**src/rtl/fir_sched_pkg.sv**
```systemverilog
// Shared constants, datapath types and FSM encoding for the time-shared FIR MAC scheduler.
package fir_sched_pkg;

    localparam int TAPS = 64;
    localparam int SW   = 16;
    localparam int WW   = 10;
    localparam int AW   = 32;

    typedef logic signed [SW-1:0] sample_t;
    typedef logic signed [WW-1:0] weight_t;
    typedef logic signed [AW-1:0] acc_t;

    localparam logic [1:0] ST_IDLE = 2'd0;
    localparam logic [1:0] ST_MAC  = 2'd1;
    localparam logic [1:0] ST_DONE = 2'd2;

    typedef enum logic [1:0] {
        IDLE = ST_IDLE,
        MAC  = ST_MAC,
        DONE = ST_DONE
    } state_t;

endpackage

```
**src/rtl/fir_ring_buffer.sv**
```systemverilog
// Per-channel circular sample store with a one-deep hold register for samples that
// arrive while the channel is being filtered, plus pending and sticky overrun flags.
module fir_ring_buffer #(
    parameter int TAPS = fir_sched_pkg::TAPS,
    parameter int SW   = fir_sched_pkg::SW,
    localparam int IW  = $clog2(TAPS)
) (
    input  logic          clk_in,
    input  logic          rst_in,
    input  logic          wr_valid_in,
    input  logic [SW-1:0] wr_data_in,
    input  logic          busy_in,
    input  logic          commit_in,
    input  logic          grant_in,
    input  logic [IW-1:0] rd_idx_in,
    output logic [SW-1:0] rd_data_out,
    output logic [IW-1:0] wptr_out,
    output logic          pending_out,
    output logic          overrun_out
);
    import fir_sched_pkg::*;

    logic [SW-1:0] ring_q [TAPS];
    logic [IW-1:0] wptr_q, wptr_d;
    logic [SW-1:0] hold_q, hold_d;
    logic          hold_full_q, hold_full_d;
    logic          pending_q, pending_d;
    logic          overrun_q, overrun_d;
    logic          wr_en;
    logic [SW-1:0] wr_data;

    // NOTE: every signal gets a default at the top of always_comb so no path leaves it unassigned (no latch).
    always_comb begin
        wr_en       = 1'b0;
        wr_data     = wr_data_in;
        wptr_d      = wptr_q;
        hold_d      = hold_q;
        hold_full_d = hold_full_q;
        pending_d   = pending_q;
        overrun_d   = overrun_q;

        if (grant_in) begin
            pending_d = 1'b0;
        end

        // Commit only happens in DONE, when the channel is busy, so it never collides with a direct write.
        if (commit_in && hold_full_q) begin
            wr_en       = 1'b1;
            wr_data     = hold_q;
            hold_full_d = 1'b0;
        end

        if (wr_valid_in) begin
            if (!busy_in) begin
                wr_en   = 1'b1;
                wr_data = wr_data_in;
            end else if (hold_full_q) begin
                overrun_d = 1'b1;
            end else begin
                hold_d      = wr_data_in;
                hold_full_d = 1'b1;
            end
        end

        if (wr_en) begin
            wptr_d    = wptr_q + IW'(1);
            pending_d = 1'b1;
        end
    end

    // NOTE: the ring is a flop array, not a RAM, because old taps must read as zero after reset.
    always_ff @(posedge clk_in) begin
        if (rst_in) begin
            for (int i = 0; i < TAPS; i++) begin
                ring_q[i] <= '0;
            end
        end else if (wr_en) begin
            ring_q[wptr_q] <= wr_data;
        end
    end

    always_ff @(posedge clk_in) begin
        if (rst_in) begin
            wptr_q      <= '0;
            hold_q      <= '0;
            hold_full_q <= 1'b0;
            pending_q   <= 1'b0;
            overrun_q   <= 1'b0;
        end else begin
            wptr_q      <= wptr_d;
            hold_q      <= hold_d;
            hold_full_q <= hold_full_d;
            pending_q   <= pending_d;
            overrun_q   <= overrun_d;
        end
    end

    assign rd_data_out = ring_q[rd_idx_in];
    assign wptr_out    = wptr_q;
    assign pending_out = pending_q;
    assign overrun_out = overrun_q;

endmodule

```
**src/rtl/fir_mac_scheduler.sv**
```systemverilog
// Time-shared FIR: a round-robin arbiter picks a channel with a new sample, runs TAPS
// MAC cycles over that channel's ring, and emits the result tagged with its channel.
module fir_mac_scheduler #(
    parameter int N_CH = 2,
    parameter int TAPS = fir_sched_pkg::TAPS,
    parameter int SW   = fir_sched_pkg::SW,
    parameter int WW   = fir_sched_pkg::WW,
    parameter int AW   = fir_sched_pkg::AW,
    localparam int CHW = (N_CH > 1) ? $clog2(N_CH) : 1
) (
    input  logic                    clk_in,
    input  logic                    rst_in,
    input  logic [N_CH-1:0]         sample_valid_in,
    input  logic [N_CH-1:0][SW-1:0] sample_in,
    input  logic [TAPS-1:0][WW-1:0] weights_in,
    output logic [AW-1:0]           signal_out,
    output logic                    out_valid,
    output logic [CHW-1:0]          out_ch,
    output logic                    busy_out,
    output logic [N_CH-1:0]         overrun_out
);
    import fir_sched_pkg::*;

    localparam int IW = $clog2(TAPS);
    localparam int PW = SW + WW;

    state_t                state_q, state_d;
    logic [CHW-1:0]        act_ch_q, act_ch_d;
    logic [CHW-1:0]        last_grant_q, last_grant_d;
    logic [CHW-1:0]        out_ch_q, out_ch_d;
    logic [IW-1:0]         base_q, base_d;
    logic [IW-1:0]         index_q, index_d;
    logic signed [AW-1:0]  acc_q, acc_d;
    logic signed [AW-1:0]  signal_q, signal_d;
    logic                  out_valid_q, out_valid_d;

    logic                  grant_valid;
    logic [CHW-1:0]        grant_ch;
    logic [CHW-1:0]        cand_ch;
    logic [IW-1:0]         rd_idx;
    logic [SW-1:0]         rd_data [N_CH];
    logic [IW-1:0]         wptr    [N_CH];
    logic [N_CH-1:0]       pending, ch_busy, ch_grant, ch_commit;
    logic signed [SW-1:0]  cur_sample;
    logic signed [WW-1:0]  cur_weight;
    logic signed [PW-1:0]  product;

    // Round-robin: first pending channel strictly after last_grant, wrapping.
    always_comb begin
        grant_valid = 1'b0;
        grant_ch    = '0;
        cand_ch     = '0;
        if (state_q == IDLE) begin
            for (int i = 1; i <= N_CH; i++) begin
                cand_ch = CHW'((int'(last_grant_q) + i) % N_CH);
                if (!grant_valid && pending[cand_ch]) begin
                    grant_valid = 1'b1;
                    grant_ch    = cand_ch;
                end
            end
        end
    end

    for (genvar c = 0; c < N_CH; c++) begin : g_ch
        assign ch_grant[c]  = grant_valid && (grant_ch == CHW'(c));
        assign ch_commit[c] = (state_q == DONE) && (act_ch_q == CHW'(c));
        assign ch_busy[c]   = ch_grant[c] || ((state_q != IDLE) && (act_ch_q == CHW'(c)));

        fir_ring_buffer #(
            .TAPS (TAPS),
            .SW   (SW)
        ) u_ring (
            .clk_in      (clk_in),
            .rst_in      (rst_in),
            .wr_valid_in (sample_valid_in[c]),
            .wr_data_in  (sample_in[c]),
            .busy_in     (ch_busy[c]),
            .commit_in   (ch_commit[c]),
            .grant_in    (ch_grant[c]),
            .rd_idx_in   (rd_idx),
            .rd_data_out (rd_data[c]),
            .wptr_out    (wptr[c]),
            .pending_out (pending[c]),
            .overrun_out (overrun_out[c])
        );
    end

    // base is the newest sample; walking backwards through the ring ages the tap.
    assign rd_idx = base_q - index_q;

    always_comb begin
        cur_sample = rd_data[act_ch_q];
        cur_weight = weights_in[index_q];
        product    = PW'(cur_weight) * PW'(cur_sample);
    end

    always_comb begin
        state_d      = state_q;
        act_ch_d     = act_ch_q;
        last_grant_d = last_grant_q;
        base_d       = base_q;
        index_d      = index_q;
        acc_d        = acc_q;
        signal_d     = signal_q;
        out_valid_d  = 1'b0;
        out_ch_d     = out_ch_q;

        case (state_q)
            IDLE: begin
                if (grant_valid) begin
                    act_ch_d     = grant_ch;
                    last_grant_d = grant_ch;
                    base_d       = wptr[grant_ch] - IW'(1);
                    index_d      = '0;
                    acc_d        = '0;
                    state_d      = MAC;
                end
            end
            MAC: begin
                acc_d   = acc_q + AW'(product);
                index_d = index_q + IW'(1);
                // Result registers load on the last tap so they are valid during DONE.
                if (index_q == IW'(TAPS - 1)) begin
                    state_d     = DONE;
                    signal_d    = acc_d;
                    out_valid_d = 1'b1;
                    out_ch_d    = act_ch_q;
                end
            end
            DONE: begin
                state_d = IDLE;
            end
            default: begin
                state_d = IDLE;
            end
        endcase
    end

    // NOTE: sequential state uses non-blocking assignments so every flop samples pre-edge values.
    always_ff @(posedge clk_in) begin
        if (rst_in) begin
            state_q      <= IDLE;
            act_ch_q     <= '0;
            last_grant_q <= CHW'(N_CH - 1);
            base_q       <= '0;
            index_q      <= '0;
            acc_q        <= '0;
            signal_q     <= '0;
            out_valid_q  <= 1'b0;
            out_ch_q     <= '0;
        end else begin
            state_q      <= state_d;
            act_ch_q     <= act_ch_d;
            last_grant_q <= last_grant_d;
            base_q       <= base_d;
            index_q      <= index_d;
            acc_q        <= acc_d;
            signal_q     <= signal_d;
            out_valid_q  <= out_valid_d;
            out_ch_q     <= out_ch_d;
        end
    end

    assign signal_out = signal_q;
    assign out_valid  = out_valid_q;
    assign out_ch     = out_ch_q;
    assign busy_out   = (state_q != IDLE);

endmodule

```
**config.mk**
```make
export PLATFORM = sky130hd
export DESIGN_NAME = fir_mac_scheduler
export DESIGN_NICKNAME = d
export VERILOG_FILES = /design/src/rtl/fir_sched_pkg.sv /design/src/rtl/fir_ring_buffer.sv /design/src/rtl/fir_mac_scheduler.sv
export SDC_FILE = /design/constraint.sdc
export NUM_CORES = 2
export LEC_CHECK = 0
export CORE_AREA = 4 4 558 394
export DETAILED_ROUTE_END_ITERATION = 6
export DIE_AREA = 0 0 562 398
export PLACE_DENSITY = 0.69
export SETUP_SLACK_MARGIN = 0.1
export SYNTH_ARGS = -nofsm -noshare
export SYNTH_HDL_FRONTEND = slang
export SYNTH_SLANG_ARGS = --single-unit
export TNS_END_PERCENT = 20
```
**constraint.sdc**
```tcl
create_clock -name clk_in -period 14.55 [get_ports clk_in]
set_input_delay 2.91 -clock clk_in [delete_from_list [all_inputs] [get_ports clk_in]]
set_output_delay 2.91 -clock clk_in [all_outputs]
set_load 0.02 [all_outputs]
```
# Word level (Yosys, flattened, before mapping)
# Memories as Yosys holds them, arrays and structs flattened.
# Cells that the tools add are included.
# totals
regBits	132
ram_bits	2048
in_bits	676
out_inout_bits	37
memories	2
# classes
add_sub_neg	8
multipliers	1
n_lt_le_gt_ge	5
n_eq_ne	5
mux	65
bitwise_logic	7
n_reduce_logical	28
# memory_table
memory	words	word_bits	read_ports	rd_clocked_by_memory_dff	wr	line_no	text
g_ch[0].u_ring.ring_q	64	16	1	0	64	fir_ring_buffer.sv:23	logic [SW-1:0] ring_q [TAPS];
g_ch[1].u_ring.ring_q	64	16	1	0	64	fir_ring_buffer.sv:23	
# ops
cell	n
16-bit two-way mux	11
32-bit case mux with 2 select lines	1
10-bit binary-select mux with 6-bit select	1
1-bit two-way mux	40
6-bit two-way mux	6
32-bit by 26-bit adder with 32-bit output	1
32-bit two-way mux	1
16-bit OR reduction	2
10-bit by 16-bit multiplier with 26-bit output	1
6-bit by 1-bit adder with 6-bit output (second input constant)	3
6-bit case mux with 2 select lines	1
3-bit AND reduction	4
10-bit two-way mux	1
1-bit logical AND	9
2-bit AND reduction	4
2-bit nonzero test	4
6-bit by 7-bit less-than comparator with 1-bit output (second input constant)	1
6-bit == test (second input constant)	1
6-bit by 1-bit subtractor with 6-bit output (second input constant)	1
6-bit subtractor	1
1-bit inverter	5
2-bit greater-or-equal comparator (second input constant)	2
1-bit by 2-bit less-than comparator with 1-bit output (second input constant)	2
2-bit two-way mux	2
10 further kinds	14

# Depth between registers and ports, before layout
# depth
word_depth	19
ltp_mapped	39
depth_no_buf	32

# Cells and area by module
# Synthesis repeated with hierarchy kept, for this count alone.
# hier_totals
cells_unflattened	7888
area_unflattened_um2	107589.4
# by_module_without_submodules
mod	n_inst	cells_per_inst	area_per_inst_um2	seq_area_each_um2
fir_ring_buffer at g_ch[0].u_ring	1	3214	45733.9	31250.0
fir_ring_buffer at g_ch[1].u_ring	1	3105	45651.3	31250.0
fir_mac_scheduler	1	1569	16204.3	1641.6

# Worst setup path after synthesis
# Ideal clock, no wire load.
# synth_timing
path_type	input to register
start	input port weights_in[132] (netlist name)
end	register signal_q[31] (netlist: signal_out[31])
setup_ns	0.086
t_arrival_ns	9.115
required_time_ns	14.464
path_slack_ns	5.349
stages	24
n_path_buf	1
cell_sequence	mux4_1 -> mux4_2 -> mux4_2 -> buf_2 -> nand2_1 -> fa_1 -> fa_1 -> fa_1 -> inv_1 -> fa_1 -> inv_1 -> fa_1 -> inv_1 -> ha_1 -> o211ai_1 -> a21o_1 -> a21oi_1 -> o21ai_0 -> o21a_1 -> o21bai_1 -> o22ai_1 -> o21ai_0 -> xnor2_1 -> a211oi_1
# synth_between
elab_chain_len	4
# synth_rtl
element	line_no	text
start, declared	fir_mac_scheduler.sv:15	input logic [TAPS-1:0][WW-1:0] weights_in,
10-bit binary-select mux with 6-bit select	fir_mac_scheduler.sv:93	cur_weight = weights_in[index_q];
10-bit two-way mux (implied by the code)	fir_mac_scheduler.sv:93	
10-bit by 16-bit multiplier with 26-bit output	fir_mac_scheduler.sv:94	product = PW'(cur_weight) * PW'(cur_sample);
32-bit by 26-bit adder with 32-bit output	fir_mac_scheduler.sv:120	acc_d = acc_q + AW'(product);
end signal, assigned	fir_mac_scheduler.sv:158	signal_q <= signal_d;
end, declared	fir_mac_scheduler.sv:34	logic signed [AW-1:0] signal_q, signal_d;
# Every way passes these cells. The select of a mux whose other input is x is not followed.
# A chain may end at the register's enable or synchronous reset.

# Worst setup path after layout
# layout_timing
start	register index_q[0]
end	register acc_q[30]
# layout_between
elab_chain_len	8
# layout_rtl
element	line_no	text
start, declared	fir_mac_scheduler.sv:32	logic [IW-1:0] index_q, index_d;
start signal, assigned	fir_mac_scheduler.sv:156	index_q <= index_d;
6-bit subtractor	fir_mac_scheduler.sv:89	assign rd_idx = base_q - index_q;
memory read 64 x 16 bit	n/a	
16-bit two-way mux (implied by the code) (3 in series)	fir_mac_scheduler.sv:92	cur_sample = rd_data[act_ch_q];
10-bit by 16-bit multiplier with 26-bit output *	fir_mac_scheduler.sv:94	
32-bit by 26-bit adder with 32-bit output *	fir_mac_scheduler.sv:120	
32-bit case mux with 2 select lines *	fir_mac_scheduler.sv:108	case (state_q)
end signal, assigned	fir_mac_scheduler.sv:147	acc_q <= '0;
end signal, assigned	fir_mac_scheduler.sv:157	acc_q <= acc_d;
end, declared	fir_mac_scheduler.sv:33	logic signed [AW-1:0] acc_q, acc_d;
# Mark *: on every way between the ends. The rest lies on a longest branch, timed or not. The select of a mux whose other input is x is not followed.

==> parameters.txt <==
Parameter                              Value

STA
  Pin slew with the least headroom to its limit    1280 ps
  Minimum clock period after layout    10870 ps
  RSZ-0062 raised after global routing    no
  Setup Skew    88.3 ps
  Count of endpoints failing setup in the final report    0
  Number of pins exceeding their max-slew limit in the final report    0
  Max Clk Rate    about 90 MHz
  Setup Total Neg Slack    0 ps
  Hold Slack    456 ps
  Worst rel slew slack    14.3%
  Portion of the clock cycle consumed by the worst path in the final layout    74.7%
  Final hold vios    0

Floorplan
  Vertical extent of the die    398 µm
  Horiz. Die Dim    562 µm
  I/O Pins    713
  Floorplan Core Area    214000 µm²
  DIE AREA    224000 µm²
  Std cell rows    roughly 140
  Initial Util    49.9%

Critical path
  Critical Path Start Type    flip-flop
  Crit-path most repeated cell    sky130_fd_sc_hd__fa_1
  Number of cells on the worst reg-to-reg path    29
  Worst path required time    15290 ps
  Largest driver fanout on the critical path    48
  Crit path capture type    flip-flop
  Largest incremental delay on the critical path    890 ps
  Arrival time at the worst endpoint    approximately 12000 ps
  Library cell contributing the largest single delay on the critical path    sky130_fd_sc_hd__dfxtp_4
  Type of the worst setup path    reg2reg

GRT
  Wire length of the first global-routing pass    ~500000 µm
  GRT overflow    0
  Pin count of the biggest net entering global routing    between 100 and 150
  Number of antenna violations at the first check in global routing    53
  Via count of the first global-routing pass    67192
  Combined global-route utilization of all metal layers    31.3%

Job
  Max-cap viol count    0

Hold path
  Number of cells traversed by the worst hold path    2
  Min-Delay Path Class    reg2reg

Final layout
  Post-layout utilization of the core    57.5%
  Most common cell after layout, fill and taps aside    sky130_fd_sc_hd__nor2_1
  Number of standard cells in the final layout excluding fillers    11115
  Most frequent cells in the layout    2156 x sky130_fd_sc_hd__nor2_1, 2048 x sky130_fd_sc_hd__edfxtp_1, 818 x sky130_fd_sc_hd__mux4_2, 711 x sky130_fd_sc_hd__clkdlybuf4s50_1, 500 x sky130_fd_sc_hd__nand2_1
  Number of nets in the finished design    8954
  # fillers    16746
  Share of layout cells above drive strength 1    between 10% and 20%
  Layout overhead on the synthesized area    15.4%

Logic synthesis
  Cell count after synthesis    between 7000 and 8000
  Ys flop type    sky130_fd_sc_hd__edfxtp_1
  Synthesis warning total    0
  Synthesized net count    8538
  Leading area contributor after synthesis    sky130_fd_sc_hd__edfxtp_1
  Synth cell types    between 70 and 80
  Synthesized area divided by synthesized cell count    14.1 µm²
  Area share of the largest cell type after synthesis    57.6%
  Async S/R FF share, synth    0%
  Flops & latches, synth    2180
  Post-synthesis instance area    107000 µm²
  Sequential area share after synthesis    60.1%
  Post-synth EDFFs    2048
  Synth area leaders    sky130_fd_sc_hd__edfxtp_1 58%, sky130_fd_sc_hd__mux4_2 17%, sky130_fd_sc_hd__nor2_1 7.6%

CTS
  Root cell of the clock tree    sky130_fd_sc_hd__clkbuf_16
  Clock latency on the worst-skew pair    870 ps
  Number of buffers added by the clock tree synthesis step    207
  Max clock buf depth    4
  Total of cells resized after clock tree synthesis    0
  Deepest level of the CTS H-tree    4
  TritonCTS clock tree    built
  Number of buffers inserted to repair setup after CTS    0
  Number of hold buffers added after cts    0
  Number of sinks on the clock net    about 2200
  Clock-pin transition on the worst setup and hold timing paths    around 70 ps

Placement
  Number of port buffers    712
  Weighted congestion reported at the end of routability-driven placement    1.02
  Instance count after placement with tap cells included    10676
  Final HPWL from detailed placement    between 200000 and 250000 µm

Outcome
  Status    complete, no violations

Drt
  Routed wire length    between 300000 and 400000 µm
  Antenna-violating nets left    0
  WL per Instance    between 30 and 40 µm
  DR vias    about 70000
  Number of design rule violations left after detail routing    0
  Number of detailed-route iterations in the first pass    6
  Violation count after the first detailed-routing iteration    about 11000
  Vias per inst    6.27
final timing paths:
check | end | start | slack, ps
min reg2reg | out_ch | out_ch | 460
max | acc_q[30] | index_q[0] | 3680
max reg2reg | acc_q[30] | index_q[0] | 3680
min | out_ch | out_ch | 460
area by class of cell:
type                    instances  area (µm²)  share of cell area (%)
clock buffers                 240        5350                    4.34
multi-input cells            4519       39300                    32.0
inverters                     260         978                   0.795
clock inverters               130        1310                    1.06
diodes                         69         173                   0.140
well taps                    2880        3600                    2.93
repair buffers                837        8210                    6.67
flip-flops and latches       2180       64200                    52.1
per-stage QoR:
| step | worst slack, ps | cell area, µm² |
|---|---|---|
| 2_1_floorplan | 5350 | 107000 |
| 3_3_place_gp | 3270 | 116000 |
| 3_5_place_dp | 3240 | 116000 |
| 4_1_cts | 3830 | 123000 |
| 5_1_grt | 3120 | 123000 |
| 6_report | 3680 | 123000 |
logic make-up after synthesis:
| kind of cell | count (synthesis) | synth area share (%) |
|---|---|---|
| muxes | 899 | 18.4 |
| DFF | 2180 | 60.1 |
| AOI/OAI and AO/OA | 276 | 1.60 |
| buffers and inverters | 890 | 3.50 |
| xor gates and xnor gates | 47 | 0.393 |
| and+or+nand+nor | 3024 | 11.4 |
| adders and majority gates | 273 | 4.51 |
synth_stat cells, types with 20 or more instances:
master	count
sky130_fd_sc_hd__o21ai_0	36
sky130_fd_sc_hd__buf_2	116
sky130_fd_sc_hd__dfxtp_1	132
sky130_fd_sc_hd__a21o_1	20
sky130_fd_sc_hd__nand2b_1	159
sky130_fd_sc_hd__fa_1	186
sky130_fd_sc_hd__ha_1	87
sky130_fd_sc_hd__nor3_1	23
sky130_fd_sc_hd__and2_1	23
sky130_fd_sc_hd__mux4_2	818
sky130_fd_sc_hd__nor2b_1	39
sky130_fd_sc_hd__nand3_1	70
sky130_fd_sc_hd__edfxtp_1	2048
sky130_fd_sc_hd__a21oi_1	119
sky130_fd_sc_hd__xnor2_1	30
sky130_fd_sc_hd__mux2i_1	51
sky130_fd_sc_hd__inv_1	258
sky130_fd_sc_hd__buf_4	25
sky130_fd_sc_hd__nor2_1	2156
sky130_fd_sc_hd__nand2_1	500
sky130_fd_sc_hd__clkbuf_1	453
sky130_fd_sc_hd__mux4_1	26
state kept, by name (all words and copies together), names as in the netlist, 2 cells and up:
register and cells:
g_ch.u_ring.wptr_out 12, g_ch.u_ring.ring_q 2048, signal_out 32, g_ch.u_ring.pending_out 2, acc_q 32, state_q 2
base_q 6, index_q 6, g_ch.u_ring.hold_full_q 2, g_ch.u_ring.hold_q 32, g_ch.u_ring.overrun_out 2
layer usage:
| layer | wire length (µm) | GRT usage (%) | share of wire (%) |
|---|---|---|---|
| met5 | 108 | 0 | 0.031 |
| met4 | 12300 | 9.71 | 3.5 |
| met3 | 53100 | 10.2 | 15 |
| met2 | 152000 | 44.2 | 43 |
| met1 | 135000 | 46.3 | 38 |
critical path: cells and delay by family (launching register included):
family	cells	cell delay [ps]
multiplexers	2	1170
AO/OA/AOI/OAI	9	2710
buffers and inverters	5	1210
adder cells (fa/ha/maj)	7	3660
XOR/XNOR	1	240
flip-flops	1	890
AND/OR/NAND/NOR	5	770
Power is left out: the tool's default activity adds up to more than one toggle a clock period on the data nets, which glitch-free logic cannot reach.
